[src/rtl/mc_pkg.sv]
// rtl/mc_pkg.sv - shared opcodes, states and control-field encodings for the multicycle controller
package mc_pkg;

  localparam logic [4:0] OP_ADD  = 5'd1;
  localparam logic [4:0] OP_ADDI = 5'd2;
  localparam logic [4:0] OP_SUB  = 5'd3;
  localparam logic [4:0] OP_AND  = 5'd4;
  localparam logic [4:0] OP_ANDI = 5'd5;
  localparam logic [4:0] OP_OR   = 5'd6;
  localparam logic [4:0] OP_ORI  = 5'd7;
  localparam logic [4:0] OP_XOR  = 5'd8;
  localparam logic [4:0] OP_XORI = 5'd9;
  localparam logic [4:0] OP_SLL  = 5'd10;
  localparam logic [4:0] OP_SLLI = 5'd11;
  localparam logic [4:0] OP_SRL  = 5'd12;
  localparam logic [4:0] OP_SRLI = 5'd13;
  localparam logic [4:0] OP_LUI  = 5'd14;
  localparam logic [4:0] OP_LW   = 5'd15;
  localparam logic [4:0] OP_SW   = 5'd16;
  localparam logic [4:0] OP_BLT  = 5'd17;
  localparam logic [4:0] OP_BEQ  = 5'd18;
  localparam logic [4:0] OP_JAL  = 5'd19;
  localparam logic [4:0] OP_JALR = 5'd20;

  localparam logic [1:0] DS_ALU = 2'b00;
  localparam logic [1:0] DS_IMM = 2'b01;
  localparam logic [1:0] DS_MEM = 2'b10;
  localparam logic [1:0] DS_PC4 = 2'b11;

  localparam logic [2:0] AS_PC4  = 3'b000;
  localparam logic [2:0] AS_BLT  = 3'b001;
  localparam logic [2:0] AS_BEQ  = 3'b010;
  localparam logic [2:0] AS_JAL  = 3'b011;
  localparam logic [2:0] AS_JALR = 3'b100;

  localparam logic [2:0] ALU_PASS = 3'b000;
  localparam logic [2:0] ALU_ADD  = 3'b001;
  localparam logic [2:0] ALU_SUB  = 3'b010;
  localparam logic [2:0] ALU_AND  = 3'b011;
  localparam logic [2:0] ALU_OR   = 3'b100;
  localparam logic [2:0] ALU_XOR  = 3'b101;
  localparam logic [2:0] ALU_SLL  = 3'b110;
  localparam logic [2:0] ALU_SRL  = 3'b111;

  localparam logic SRC_IMM = 1'b0;
  localparam logic SRC_RS2 = 1'b1;

  typedef enum logic [2:0] {IDLE, FETCH, DECODE, EXEC, MEM, WB, TRAP} state_t;

  typedef enum logic [2:0] {
    CL_ALU, CL_LUI, CL_LOAD, CL_STORE, CL_BRANCH, CL_JUMP, CL_ILLEGAL
  } op_class_t;

endpackage

[src/rtl/mc_opdecode.sv]
// rtl/mc_opdecode.sv - combinational opcode decoder: instruction class and datapath field values
module mc_opdecode
  import mc_pkg::*;
(
  input  logic [4:0] opcode,
  output op_class_t  op_class,
  output logic [2:0] alu_op,
  output logic       alu_src,
  output logic [1:0] data_sel,
  output logic       is_load,
  output logic       is_store,
  output logic       is_branch,
  output logic       is_jump,
  output logic       illegal
);

  always_comb begin
    op_class = CL_ILLEGAL;
    alu_op   = ALU_PASS;
    alu_src  = SRC_IMM;
    data_sel = DS_ALU;
    case (opcode)
      OP_ADD:  begin op_class = CL_ALU; alu_op = ALU_ADD; alu_src = SRC_RS2; end
      OP_ADDI: begin op_class = CL_ALU; alu_op = ALU_ADD; end
      OP_SUB:  begin op_class = CL_ALU; alu_op = ALU_SUB; alu_src = SRC_RS2; end
      OP_AND:  begin op_class = CL_ALU; alu_op = ALU_AND; alu_src = SRC_RS2; end
      OP_ANDI: begin op_class = CL_ALU; alu_op = ALU_AND; end
      OP_OR:   begin op_class = CL_ALU; alu_op = ALU_OR;  alu_src = SRC_RS2; end
      OP_ORI:  begin op_class = CL_ALU; alu_op = ALU_OR; end
      OP_XOR:  begin op_class = CL_ALU; alu_op = ALU_XOR; alu_src = SRC_RS2; end
      OP_XORI: begin op_class = CL_ALU; alu_op = ALU_XOR; end
      OP_SLL:  begin op_class = CL_ALU; alu_op = ALU_SLL; alu_src = SRC_RS2; end
      OP_SLLI: begin op_class = CL_ALU; alu_op = ALU_SLL; end
      OP_SRL:  begin op_class = CL_ALU; alu_op = ALU_SRL; alu_src = SRC_RS2; end
      OP_SRLI: begin op_class = CL_ALU; alu_op = ALU_SRL; end
      OP_LUI:  begin op_class = CL_LUI; data_sel = DS_IMM; end
      // loads and stores use the ALU to form base + offset
      OP_LW:   begin op_class = CL_LOAD; alu_op = ALU_ADD; data_sel = DS_MEM; end
      OP_SW:   begin op_class = CL_STORE; alu_op = ALU_ADD; end
      OP_BLT:  begin op_class = CL_BRANCH; alu_op = ALU_SUB; alu_src = SRC_RS2; end
      OP_BEQ:  begin op_class = CL_BRANCH; alu_op = ALU_SUB; alu_src = SRC_RS2; end
      OP_JAL:  begin op_class = CL_JUMP; data_sel = DS_PC4; end
      OP_JALR: begin op_class = CL_JUMP; alu_op = ALU_ADD; data_sel = DS_PC4; end
      default: op_class = CL_ILLEGAL;
    endcase
  end

  assign is_load   = (op_class == CL_LOAD);
  assign is_store  = (op_class == CL_STORE);
  assign is_branch = (op_class == CL_BRANCH);
  assign is_jump   = (op_class == CL_JUMP);
  assign illegal   = (op_class == CL_ILLEGAL);

endmodule

[src/rtl/multicycle_controller.sv]
// rtl/multicycle_controller.sv - FETCH/DECODE/EXEC/MEM/WB sequencer sharing one memory port
module multicycle_controller
  import mc_pkg::*;
#(
  parameter int CNT_W = 32
) (
  input  logic             clk,
  input  logic             rst_n,
  input  logic             run_en,
  input  logic [4:0]       opcode_in,
  input  logic             lt_flag,
  input  logic             eq_flag,
  input  logic             mem_ready,
  output logic             mem_req,
  output logic             mem_is_data,
  output logic             mem_read,
  output logic             mem_write,
  output logic             ir_write,
  output logic             pc_write,
  output logic             reg_write,
  output logic [1:0]       data_sel,
  output logic [2:0]       addr_sel,
  output logic [2:0]       alu_op,
  output logic             alu_src,
  output logic             busy,
  output logic             trap,
  output logic             retire,
  output logic [CNT_W-1:0] retired_cnt
);

  state_t     state, state_next;
  logic [4:0] opcode_q;

  op_class_t  dec_class;
  logic [2:0] dec_alu_op;
  logic       dec_alu_src;
  logic [1:0] dec_data_sel;
  logic       dec_load, dec_store, dec_branch, dec_jump, dec_illegal;

  mc_opdecode u_dec (
    .opcode    (opcode_q),
    .op_class  (dec_class),
    .alu_op    (dec_alu_op),
    .alu_src   (dec_alu_src),
    .data_sel  (dec_data_sel),
    .is_load   (dec_load),
    .is_store  (dec_store),
    .is_branch (dec_branch),
    .is_jump   (dec_jump),
    .illegal   (dec_illegal)
  );

  always_ff @(posedge clk) begin
    if (!rst_n) begin
      state       <= IDLE;
      opcode_q    <= '0;
      retired_cnt <= '0;
    end else begin
      state <= state_next;
      if (ir_write) opcode_q <= opcode_in;
      if (retire) retired_cnt <= retired_cnt + CNT_W'(1);
    end
  end

  // ir_write / pc_write / retire in FETCH and MEM mark the completing beat of the handshake
  always_comb begin
    state_next  = state;
    mem_req     = 1'b0;
    mem_is_data = 1'b0;
    mem_read    = 1'b0;
    mem_write   = 1'b0;
    ir_write    = 1'b0;
    pc_write    = 1'b0;
    reg_write   = 1'b0;
    data_sel    = DS_ALU;
    addr_sel    = AS_PC4;
    alu_op      = ALU_PASS;
    alu_src     = SRC_IMM;
    busy        = 1'b0;
    trap        = 1'b0;
    retire      = 1'b0;
    case (state)
      IDLE: begin
        if (run_en) state_next = FETCH;
      end
      FETCH: begin
        busy     = 1'b1;
        mem_req  = 1'b1;
        mem_read = 1'b1;
        if (mem_ready) begin
          ir_write   = 1'b1;
          state_next = DECODE;
        end
      end
      DECODE: begin
        busy = 1'b1;
        if (dec_illegal)            state_next = TRAP;
        else if (dec_class == CL_LUI) state_next = WB;
        else                        state_next = EXEC;
      end
      EXEC: begin
        busy    = 1'b1;
        alu_op  = dec_alu_op;
        alu_src = dec_alu_src;
        if (dec_branch) begin
          pc_write = 1'b1;
          retire   = 1'b1;
          if (opcode_q == OP_BLT) addr_sel = lt_flag ? AS_BLT : AS_PC4;
          else                    addr_sel = eq_flag ? AS_BEQ : AS_PC4;
          state_next = run_en ? FETCH : IDLE;
        end else if (dec_load || dec_store) begin
          state_next = MEM;
        end else begin
          state_next = WB;
        end
      end
      MEM: begin
        busy        = 1'b1;
        mem_req     = 1'b1;
        mem_is_data = 1'b1;
        mem_read    = dec_load;
        mem_write   = dec_store;
        alu_op      = ALU_ADD;
        alu_src     = SRC_IMM;
        if (mem_ready) begin
          if (dec_load) begin
            state_next = WB;
          end else begin
            pc_write   = 1'b1;
            retire     = 1'b1;
            state_next = run_en ? FETCH : IDLE;
          end
        end
      end
      WB: begin
        busy      = 1'b1;
        reg_write = 1'b1;
        pc_write  = 1'b1;
        retire    = 1'b1;
        data_sel  = dec_data_sel;
        alu_op    = dec_alu_op;
        alu_src   = dec_alu_src;
        if (dec_jump) addr_sel = (opcode_q == OP_JALR) ? AS_JALR : AS_JAL;
        state_next = run_en ? FETCH : IDLE;
      end
      TRAP: begin
        trap = 1'b1;
      end
      default: state_next = IDLE;
    endcase
  end

endmodule

[config.mk]
export PLATFORM = sky130hd
export DESIGN_NAME = multicycle_controller
export DESIGN_NICKNAME = d
export VERILOG_FILES = /design/src/rtl/mc_pkg.sv /design/src/rtl/mc_opdecode.sv /design/src/rtl/multicycle_controller.sv
export SDC_FILE = /design/constraint.sdc
export NUM_CORES = 1
export LEC_CHECK = 0
export ABC_AREA = 1
export CAP_MARGIN = 20
export CORE_AREA = 8 8 74 92
export DETAILED_ROUTE_END_ITERATION = 16
export DIE_AREA = 0 0 82 100
export GPL_ROUTABILITY_DRIVEN = 0
export GPL_TIMING_DRIVEN = 1
export MAX_ROUTING_LAYER = met4
export PLACE_DENSITY = 0.8
export SETUP_SLACK_MARGIN = 0.05
export SYNTH_ARGS = -nofsm -noshare
export SYNTH_HDL_FRONTEND = slang
export SYNTH_SLANG_ARGS = --single-unit
[constraint.sdc]
create_clock -name clk -period 2 [get_ports clk]
set_input_delay 0.4 -clock clk [delete_from_list [all_inputs] [get_ports clk]]
set_output_delay 0.4 -clock clk [all_outputs]
set_load 0.01 [all_outputs]
**Word-level counts from Yosys, hierarchy flattened**

Index checks and enable logic that the tools add are counted.

- Bitwise gates (word level): 1
- Mux-type cells: 37
- Reductions and logical operators: 17
- Equal/unequal tests: 35
- $add $sub $neg: 1

Operators by type and width:

| operator | count |
|---|---|
| $pmux 3 s7 | 2 |
| $eq 5x4->1 const B | 8 |
| $add 32x1->32 const B | 1 |
| $mux 3 | 9 |
| $eq 5x5->1 const B | 5 |
| $eq 5x3->1 const B | 4 |
| $eq 3x3->1 const B | 6 |
| $pmux 3 s6 | 1 |
| $reduce_or 2->1 | 9 |
| $mux 1 | 16 |
| $reduce_or 13->1 | 1 |
| $eq 3x2->1 const B | 4 |
| $pmux 3 s2 | 2 |
| $eq 5x2->1 const B | 2 |
| $reduce_or 5->1 | 2 |
| $reduce_or 9->1 | 1 |
| $mux 2 | 4 |
| $eq 3x1->1 const B | 2 |
| $ne 2x2->1 const B | 3 |
| $pmux 2 s3 | 1 |
| $eq 5x1->1 const B | 1 |
| $reduce_and 4->1 | 1 |
| $logic_not 3->1 | 1 |
| $pmux 1 s3 | 1 |
| other kinds (4) | 4 |

- Logic and storage cells: 94
- Flip-flop bits (word level): 40
- Bits of input ports: 11
- Output and inout port bits: 51

**Logic depth before layout (Yosys ltp)**

Gate-level depths: netlist (run 1).

- Depth in word-level cells: 8
- Mapped depth: 13
- Mapped depth without buffers: 13

**Modules after synthesis**

From an unflattened synthesis (run 1), not the netlist that was laid out.

- Cells, all modules: 445
- Area, all modules: 2656.3 um^2

By module, submodules not included:

| module | sequential area each (um^2) | cells an instance | times used | area an instance (um^2) |
|---|---|---|---|---|
| multicycle_controller | 800.8 | 385 | 1 | 2377.3 |
| mc_opdecode | 0.0 | 60 | 1 | 279.0 |

**Worst setup path before layout (run 1)**

No wires, ideal clock.

- Kind: reg-to-output
- From: register opcode_q[3]
- To: output retire
- Path slack: 0.275 ns
- Stages on the path, launching flop included: 10
- Buffers on the path: 4
- Data required time: 1.600 ns
- Arrival: 1.325 ns
- Cell sequence: dfxtp_1 > buf_2 > nand3_1 > nor2_2 > inv_2 > a21oi_2 > nand2_2 > buf_6 > buf_6 > buf_4

- Longest elaborated chain between the ends: 7
- Elaborated cells between the ends (all ways): 30
- Classes of those cells: eq/ne: 22; mux: 5; reduce/logical: 3

Ends and longest elaborated chain:

| what | line | text |
|---|---|---|
| from (decl) | multicycle_controller.sv:32 | `logic [4:0] opcode_q;` |
| from (signal assigned) | multicycle_controller.sv:60 | `if (ir_write) opcode_q <= opcode_in;` |
| $eq 5x1->1, or another cell as far along | mc_opdecode.sv:22 | `case (opcode)` |
| $reduce_or 13->1 (no line) / $reduce_or 2->1 (equally long branches) | -- |  |
| $pmux 3 s6 (*) | mc_opdecode.sv:22 |  |
| $eq 3x2->1 | mc_opdecode.sv:48 | `assign is_load = (op_class == CL_LOAD);` |
| $mux 1 (2 in series) | -- |  |
| $pmux 1 s3 (*) | -- |  |
| to (decl) | multicycle_controller.sv:27 | `output logic retire,` |

Every way passes the cells marked *; elsewhere a longest branch is shown, timed or not.

**Final worst setup path (run 1)**

- From: register opcode_q[3]
- To: output alu_op[0]

- Longest elaborated chain between the ends: 4
- Elaborated cells between the ends (all ways): 27
- Classes of those cells: eq/ne: 18; mux: 2; reduce/logical: 7

Ends and longest elaborated chain:

| what | line | text |
|---|---|---|
| $eq 5x5->1, or another cell as far along | mc_opdecode.sv:22 |  |
| $reduce_or 5->1 (no line), or another cell as far along | -- |  |
| $pmux 3 s7 (*) | mc_opdecode.sv:22 |  |
| $pmux 3 s2 (*) | multicycle_controller.sv:82 | `case (state)` |
| to (decl) | multicycle_controller.sv:23 | `output logic [2:0] alu_op,` |

Marks and branches as above.

==> metrics, run 1 <==
status=finished with violations; violated checks=setup timing; # clock sinks=40; switching pwr=approximately 0.9 mW; width of the chip=82 microns; sw frac=between 30% and 40%; Reg power frac=38.1%; hold slack=0.501 ns; Ys Warns=0; Final setup viols=2; Seq/Total Area, Yosys=30.7%; minimum clock period after layout=2.09 ns; Mapped Nets=between 400 and 500; Slew Viols, Final=0; vias after detailed routing=3112; Design Power=2.47 mW; leak pwr=1.52 nW; drt wl/cell=14.8 microns; Detail Route Antenna Nets=0; FFs w/ async S/R, synth=0%; first-pass GRT wire length=13300 microns; Worst slew margin=73.7%; number of synthesized flops with an enable pin=0; setup repair after global routing missed its margin=yes; global route overflow=0; CP Max Fanout=6; Clk pin slew, worst setup/hold paths=about 0.07 ns; H-tree lvl count=2; die area=~8200 sq um; required time worst endpoint=about 1.6 ns; root buf cell=clkbuf_8; final WL=about 8500 microns; DRT iter0 DRCs=136; cells after synthesis=413; Initial Utilization=48.9%; Vias/cell=5.41; VDD IR max=0.412 mV; Residual DRC=0; Max Cap Viol=0; combinational share of power=41.2%; GRT Util Overall=20.3%; clk_lat worst skew=0.29 ns; Filler Cells Inserted=439; Num CTS Buffers=5; worst slew pin tran=~0.39 ns; Synth-to-Final Area Change=44.3%; number of placement rows=30; internal power=1.54 mW; CP Class=reg -> out; Clock Skews=0.00556 ns; PD cells=655 nW/um^2; port bufs=slightly above 60; mapped cell area=roughly 2600 sq um; Synth area leaders=dfxtp_1 31%, nand2_1 15%, inv_1 7.3%; share of layout cells above drive strength 1=25.4%; core box area=5330 sq um; vias in the first global route=approximately 3100; post-synthesis register bit count=40; cell with the most instances after synthesis=nand2_1; antenna violations before repair=0; worst hold path type=reg -> reg; most common library cells after synthesis=101 x nand2_1, 51 x inv_1, 51 x nor2_1; # diodes=0; DRT Pass-1 Iters=4; crit start category=flip-flop; Mapped Avg Cell Area=6.32 sq um; CTS tree=built; Ports=62; top cell type's share of synthesized area=30.7%; Final Core Density=70.6%; Final Net Count=523; pin count of the biggest net entering global routing=26; Tcrit/Tclk final=104%; Synth Flop Type=dfxtp_1; Final WS setup=-0.0865 ns; CP Capture Type=output pin; chip height=100 microns; Critical Path AT=around 1.7 ns; area leader, netlist=dfxtp_1; Fmax=~0.48 GHz; Fin. Hold Viols=0; Clock Tree Buf Depth=2; clock power share=20.6%; HPWL Detailed=6160 microns; Cell variety after synth=35
## metrics by stage
stage | setup WS [ns] | setup TNS, ns | std cells | cell area [sq um]
2_1_floorplan | 0.275 | 0 | 413 | 2610
3_3_place_gp | -0.182 | -1.06 | 560 | 3470
3_5_place_dp | -0.184 | -1.51 | 560 | 3470
4_1_cts | -0.108 | -0.153 | 578 | 3660
5_1_grt | -0.154 | -0.349 | 575 | 3760
6_report | -0.0865 | -0.113 | 575 | 3760
## per-layer routing
metal,vias to the layer above,track usage (%),share of wire (%)
li1,1539,-,-
met1,1460,18.8,39
met2,92,37.9,54
met3,21,3.31,5.0
met4,0,11.0,2.4
met5,-,-,0
## registers in the layout (all words and copies together) (netlist names)
| name | flops |
|---|---|
| state | 3 |
| opcode_q | 5 |
| retired_cnt | 32 |
## cell usage in the layout, fill, tap and decap left out, types with 2 or more instances in the layout
| cell type | instances |
|---|---|
| nor3_2 | 8 |
| a21oi_1 | 28 |
| o21ai_0 | 14 |
| dlygate4sd2_1 | 5 |
| nor3_1 | 19 |
| nand2_4 | 3 |
| a211oi_2 | 2 |
| nor2_1 | 43 |
| nor3b_2 | 2 |
| clkinv_1 | 2 |
| clkdlybuf4s50_1 | 42 |
| dfxtp_2 | 2 |
| clkbuf_8 | 5 |
| nor3b_1 | 3 |
| nand2_1 | 86 |
| o21ai_1 | 9 |
| buf_2 | 8 |
| buf_4 | 34 |
| nand4_1 | 9 |
| xnor2_1 | 4 |
| dfxtp_4 | 5 |
| inv_1 | 48 |
| nand2_2 | 16 |
| xor2_1 | 6 |
| or2_2 | 2 |
| nor2_2 | 7 |
| nor2_4 | 6 |
| inv_2 | 6 |
| clkbuf_2 | 5 |
| a21oi_2 | 3 |
| buf_6 | 6 |
| dfxtp_1 | 33 |
| nand3_1 | 21 |
| nand3_2 | 3 |
## kinds of logic (layout without fill, tap and decap cells)
kind of cell             count (synthesis)  in the layout  share of synthesized area, %
AND/OR/NAND/NOR                        230            230                          40.0
buffers and inverters                   67            165                          11.1
AO/OA/AOI/OAI                           65             65                          14.4
flip-flops                              40             40                          30.7
XOR/XNOR                                10             10                          3.36
adder cells (fa/ha/maj)                  1              1                         0.480
## worst paths after layout
path / slack [ns] / end / cells after the start / start
max: -0.09 / alu_op[0] / 8 / opcode_q[3]$_SDFFE_PN0P_
min: 0.50 / retired_cnt[31]$_SDFFE_PN0P_ / 2 / retired_cnt[31]$_SDFFE_PN0P_
max reg2reg: 0.14 / state[0]$_SDFFE_PN0P_ / 15 / opcode_q[0]$_SDFFE_PN0P_
min reg2reg: 0.50 / retired_cnt[31]$_SDFFE_PN0P_ / 2 / retired_cnt[31]$_SDFFE_PN0P_
## power by group through the flow
stage / logic, mW / registers [mW] / clock network, mW
final: 1.02 / 0.940 / 0.509
after CTS: 0.831 / 0.921 / 0.512
after floorplan: 0.470 / 0.906 / 0
after detailed placement: 0.820 / 0.920 / 0
after global placement: 0.798 / 0.917 / 0
after global routing: 1.10 / 0.947 / 0.541
## layout make-up
class	instances	area, sq um	area share, %
clock buffers	6	72.6	1.93
clock inverters	1	5.00	0.133
inverters	56	210	5.58
multi-input cells	306	1700	45.0
flip-flops and latches	40	822	21.8
well taps	64	80.1	2.13
repair buffers	102	880	23.4
## critical path: stages, from the launching register on
cell and delay [ns]:
dfxtp_4 0.41, nor2_4 0.07, inv_1 0.07, nor2_1 0.05, nor2_1 0.28, nand3_4 0.13, a31oi_4 0.15, o21ai_1 0.09
buf_2 0.14
## timing repair
item / in CTS / in global routing
resized for setup: 65 / 61
setup endpoints to repair: 23 / 34
pin swaps: 6 / 18
hold buffers: 0 / 0
buffers inserted: 11 / 2
No activity file was read; power rests on OpenSTA's default activity.
==> inputs of run 2 (changes only) <==
CTS_BUF_LIST = sky130_fd_sc_hd__clkbuf_8   (was not set)
DONT_BUFFER_PORTS = 1   (was not set)
PLACE_DENSITY = 0.65   (was 0.8)
==> run 2 against run 1 <==
  * The flow now finishes without violations
  * Sequential power grew 0.4%
  * Clock-buffer cell count is the same
  * Sequential share of layout area grew 5.4 points
  * Combinational power shrank 40%
  * Critical path depth shrank 2
  * Clock skew is essentially flat
  * Global-route usage shrank 1.1 points
  * Hold slack lost 0.28 ns
  * Maximum frequency grew 9.6%
  * Register-to-register slack gained 0.08 ns
  * Via count shrank 12%
  * Largest power group is now sequential cells
  * Highest routed layer unchanged
==> metrics, run 2 (synthesized netlist as in run 1, its figures left out) <==
Ports=62 (unchanged); Final Core Density=56.9% (was 70.6%); DRT iter0 DRCs=115 (was 136); worst slew pin tran=0.388 ns (was 0.392 ns); final WL=7600 microns (was 8530 microns); DRT Pass-1 Iters=4 (unchanged); leak pwr=1.16 nW (was 1.52 nW); Synth-to-Final Area Change=16.2% (was 44.3%); # clock sinks=40 (unchanged); required time worst endpoint=1.60 ns (about the same); CP Max Fanout=4 (was 6); Hold Path End=retired_cnt[13]$_SDFFE_PN0P_ (was retired_cnt[31]$_SDFFE_PN0P_); dpl cell area=2810 sq um (was 3470 sq um); Max Cap Viol=0 (unchanged); setup repair after global routing missed its margin=yes (unchanged); antenna violations before repair=0 (unchanged); R2R Path Start=retired_cnt[22]$_SDFFE_PN0P_ (was opcode_q[0]$_SDFFE_PN0P_); Fin. Hold Viols=0 (unchanged); Design Power=2.11 mW (was 2.47 mW); number of placement rows=30 (unchanged); Clock Skews=0.00537 ns (was 0.00556 ns); Clk pin slew, worst setup/hold paths=0.07 ns (about the same); Final Non-Filler Cells=502 (was 575); Vias/cell=5.47 (was 5.41); clk_lat worst skew=0.29 ns (about the same); commonest non-fill, non-tap cell in the layout=nand2_1 (unchanged); Tcrit/Tclk final=95.2% (was 104%); HPWL Detailed=5870 microns (was 6160 microns); Worst Hold Depth=2 (unchanged); first-pass GRT wire length=12300 microns (was 13300 microns); root buf cell=clkbuf_8 (unchanged); worst hold path type=in -> reg (was reg -> reg); Residual DRC=0 (unchanged); Slew Viols, Final=0 (unchanged); vias after detailed routing=2746 (was 3112); largest registers=retired_cnt (32), opcode_q (5), state (3) (unchanged); flip-flop count of the largest register after layout=32 (unchanged); global route overflow=0 (unchanged); Critical Path AT=1.50 ns (was 1.69 ns); Num CTS Buffers=5 (unchanged); CP Class=reg -> out (unchanged); drt wl/cell=15.1 microns (was 14.8 microns); CP Capture Type=output pin (unchanged); H-tree lvl count=2 (unchanged); core box area=5330 sq um (unchanged); pre-CTS setup slack=0.135 ns (was -0.184 ns); GRT Util Overall=19.2% (was 20.3%); Setup TNS Final=0 ns (was -0.113 ns); die area=8200 sq um (unchanged); Final Instance Area=3030 sq um (was 3760 sq um); Detail Route Antenna Nets=0 (unchanged); Filler Cells Inserted=556 (was 439); minimum clock period after layout=1.90 ns (was 2.09 ns); Final setup viols=0 (was 2); chip height=100 microns (unchanged); VDD IR max=0.417 mV (was 0.412 mV); Initial Utilization=48.9% (unchanged); PD cells=697 nW/um^2 (was 655 nW/um^2); placed instance count=493 (was 560); # diodes=0 (unchanged); Final Net Count=449 (was 523); pin count of the biggest net entering global routing=18 (was 26); Clock Tree Buf Depth=2 (unchanged); Final WS setup=0.0956 ns (was -0.0865 ns); status=completed (was finished with violations); CTS tree=built (unchanged); R2R depth=7 (was 15); reg2reg end=retired_cnt[28]$_SDFFE_PN0P_ (was state[0]$_SDFFE_PN0P_); share of layout cells above drive strength 1=20.5% (was 25.4%); hold path start=rst_n (was retired_cnt[31]$_SDFFE_PN0P_); port bufs=0 (was 61); width of the chip=82 microns (unchanged); Fmax=0.525 GHz (was 0.479 GHz); Worst slew margin=74.0% (was 73.7%); crit start category=flip-flop (unchanged); hold slack=0.224 ns (was 0.501 ns); commonest non-fill, non-tap cells in the layout=98 x nand2_1, 50 x inv_1, 44 x nor2_1, 30 x a21oi_1, 30 x dfxtp_1 (was 86 x nand2_1, 48 x inv_1, 43 x nor2_1, 42 x clkdlybuf4s50_1, 34 x buf_4); reg2reg setup slack=0.22 ns (was 0.14 ns); vias in the first global route=2709 (was 3127); Biggest register=retired_cnt (unchanged)
## run 2: cell count changes in the layout (fill, tap and decap cells not counted), moves of 6 or more
cell / before / now
clkdlybuf4s50_1: 42 / 0
buf_4: 34 / 27
nand2_2: 16 / 6
buf_2: 8 / 0
buf_6: 6 / 0
nand2_1: 86 / 98
## run 2: worst max path at each step
stage	slack [ns]	end	startpoint	cells after the start
2_1_floorplan	0.27	retire	opcode_q[3]$_SDFFE_PN0P_	9
3_3_place_gp	0.16	retired_cnt[4]$_SDFFE_PN0P_	opcode_q[0]$_SDFFE_PN0P_	10
3_5_place_dp	0.13	retired_cnt[4]$_SDFFE_PN0P_	opcode_q[0]$_SDFFE_PN0P_	10
4_1_cts	0.05	addr_sel[1]	opcode_q[2]$_SDFFE_PN0P_	8
5_1_grt	0.03	alu_op[0]	opcode_q[0]$_SDFFE_PN0P_	8
6_report	0.1	alu_op[1]	opcode_q[0]$_SDFFE_PN0P_	6
## run 2: final cells by class
cell class	instances	area [sq um]	area share (%)
Timing Repair Buffer	28	223	7.35
Tap cell	64	80.1	2.64
Inverter	56	210	6.93
Clock buffer	6	82.6	2.72
Multi-Input combinational cell	306	1600	52.8
Clock inverter	2	10.0	0.330
Sequential cell	40	826	27.2
## run 2: power by group
group / switching, mW / internal (mW)
combinational: 0.412 / 0.201
sequential: 0.0880 / 0.856
clock: 0.280 / 0.275
total: 0.780 / 1.33
## run 2: layer usage
layer | share of wire [%] | GRT usage, % | vias to the layer above
met4 | 3.2 | 8.67 | 0
met1 | 37 | 18.5 | 1246
met3 | 8.8 | 5.64 | 22
met5 | 0 | - | -
met2 | 51 | 34.1 | 89
li1 | - | - | 1389
## run 2: what timing repair did
action                     CTS  global route
hold endpoints to repair     0             0
cloned                       0             0
gates resized for setup     13            29
setup buffers                0             1
pin swaps                    0             1
setup endpoints to repair    7            19
hold buffers                 0             0
## run 2: critical path, stage by stage, from the launching register on
cell,delay [ns]
dfxtp_4,0.38
inv_1,0.07
nor2_2,0.13
nand2_1,0.11
nand2_1,0.10
nand2_1,0.11
a31oi_1,0.32
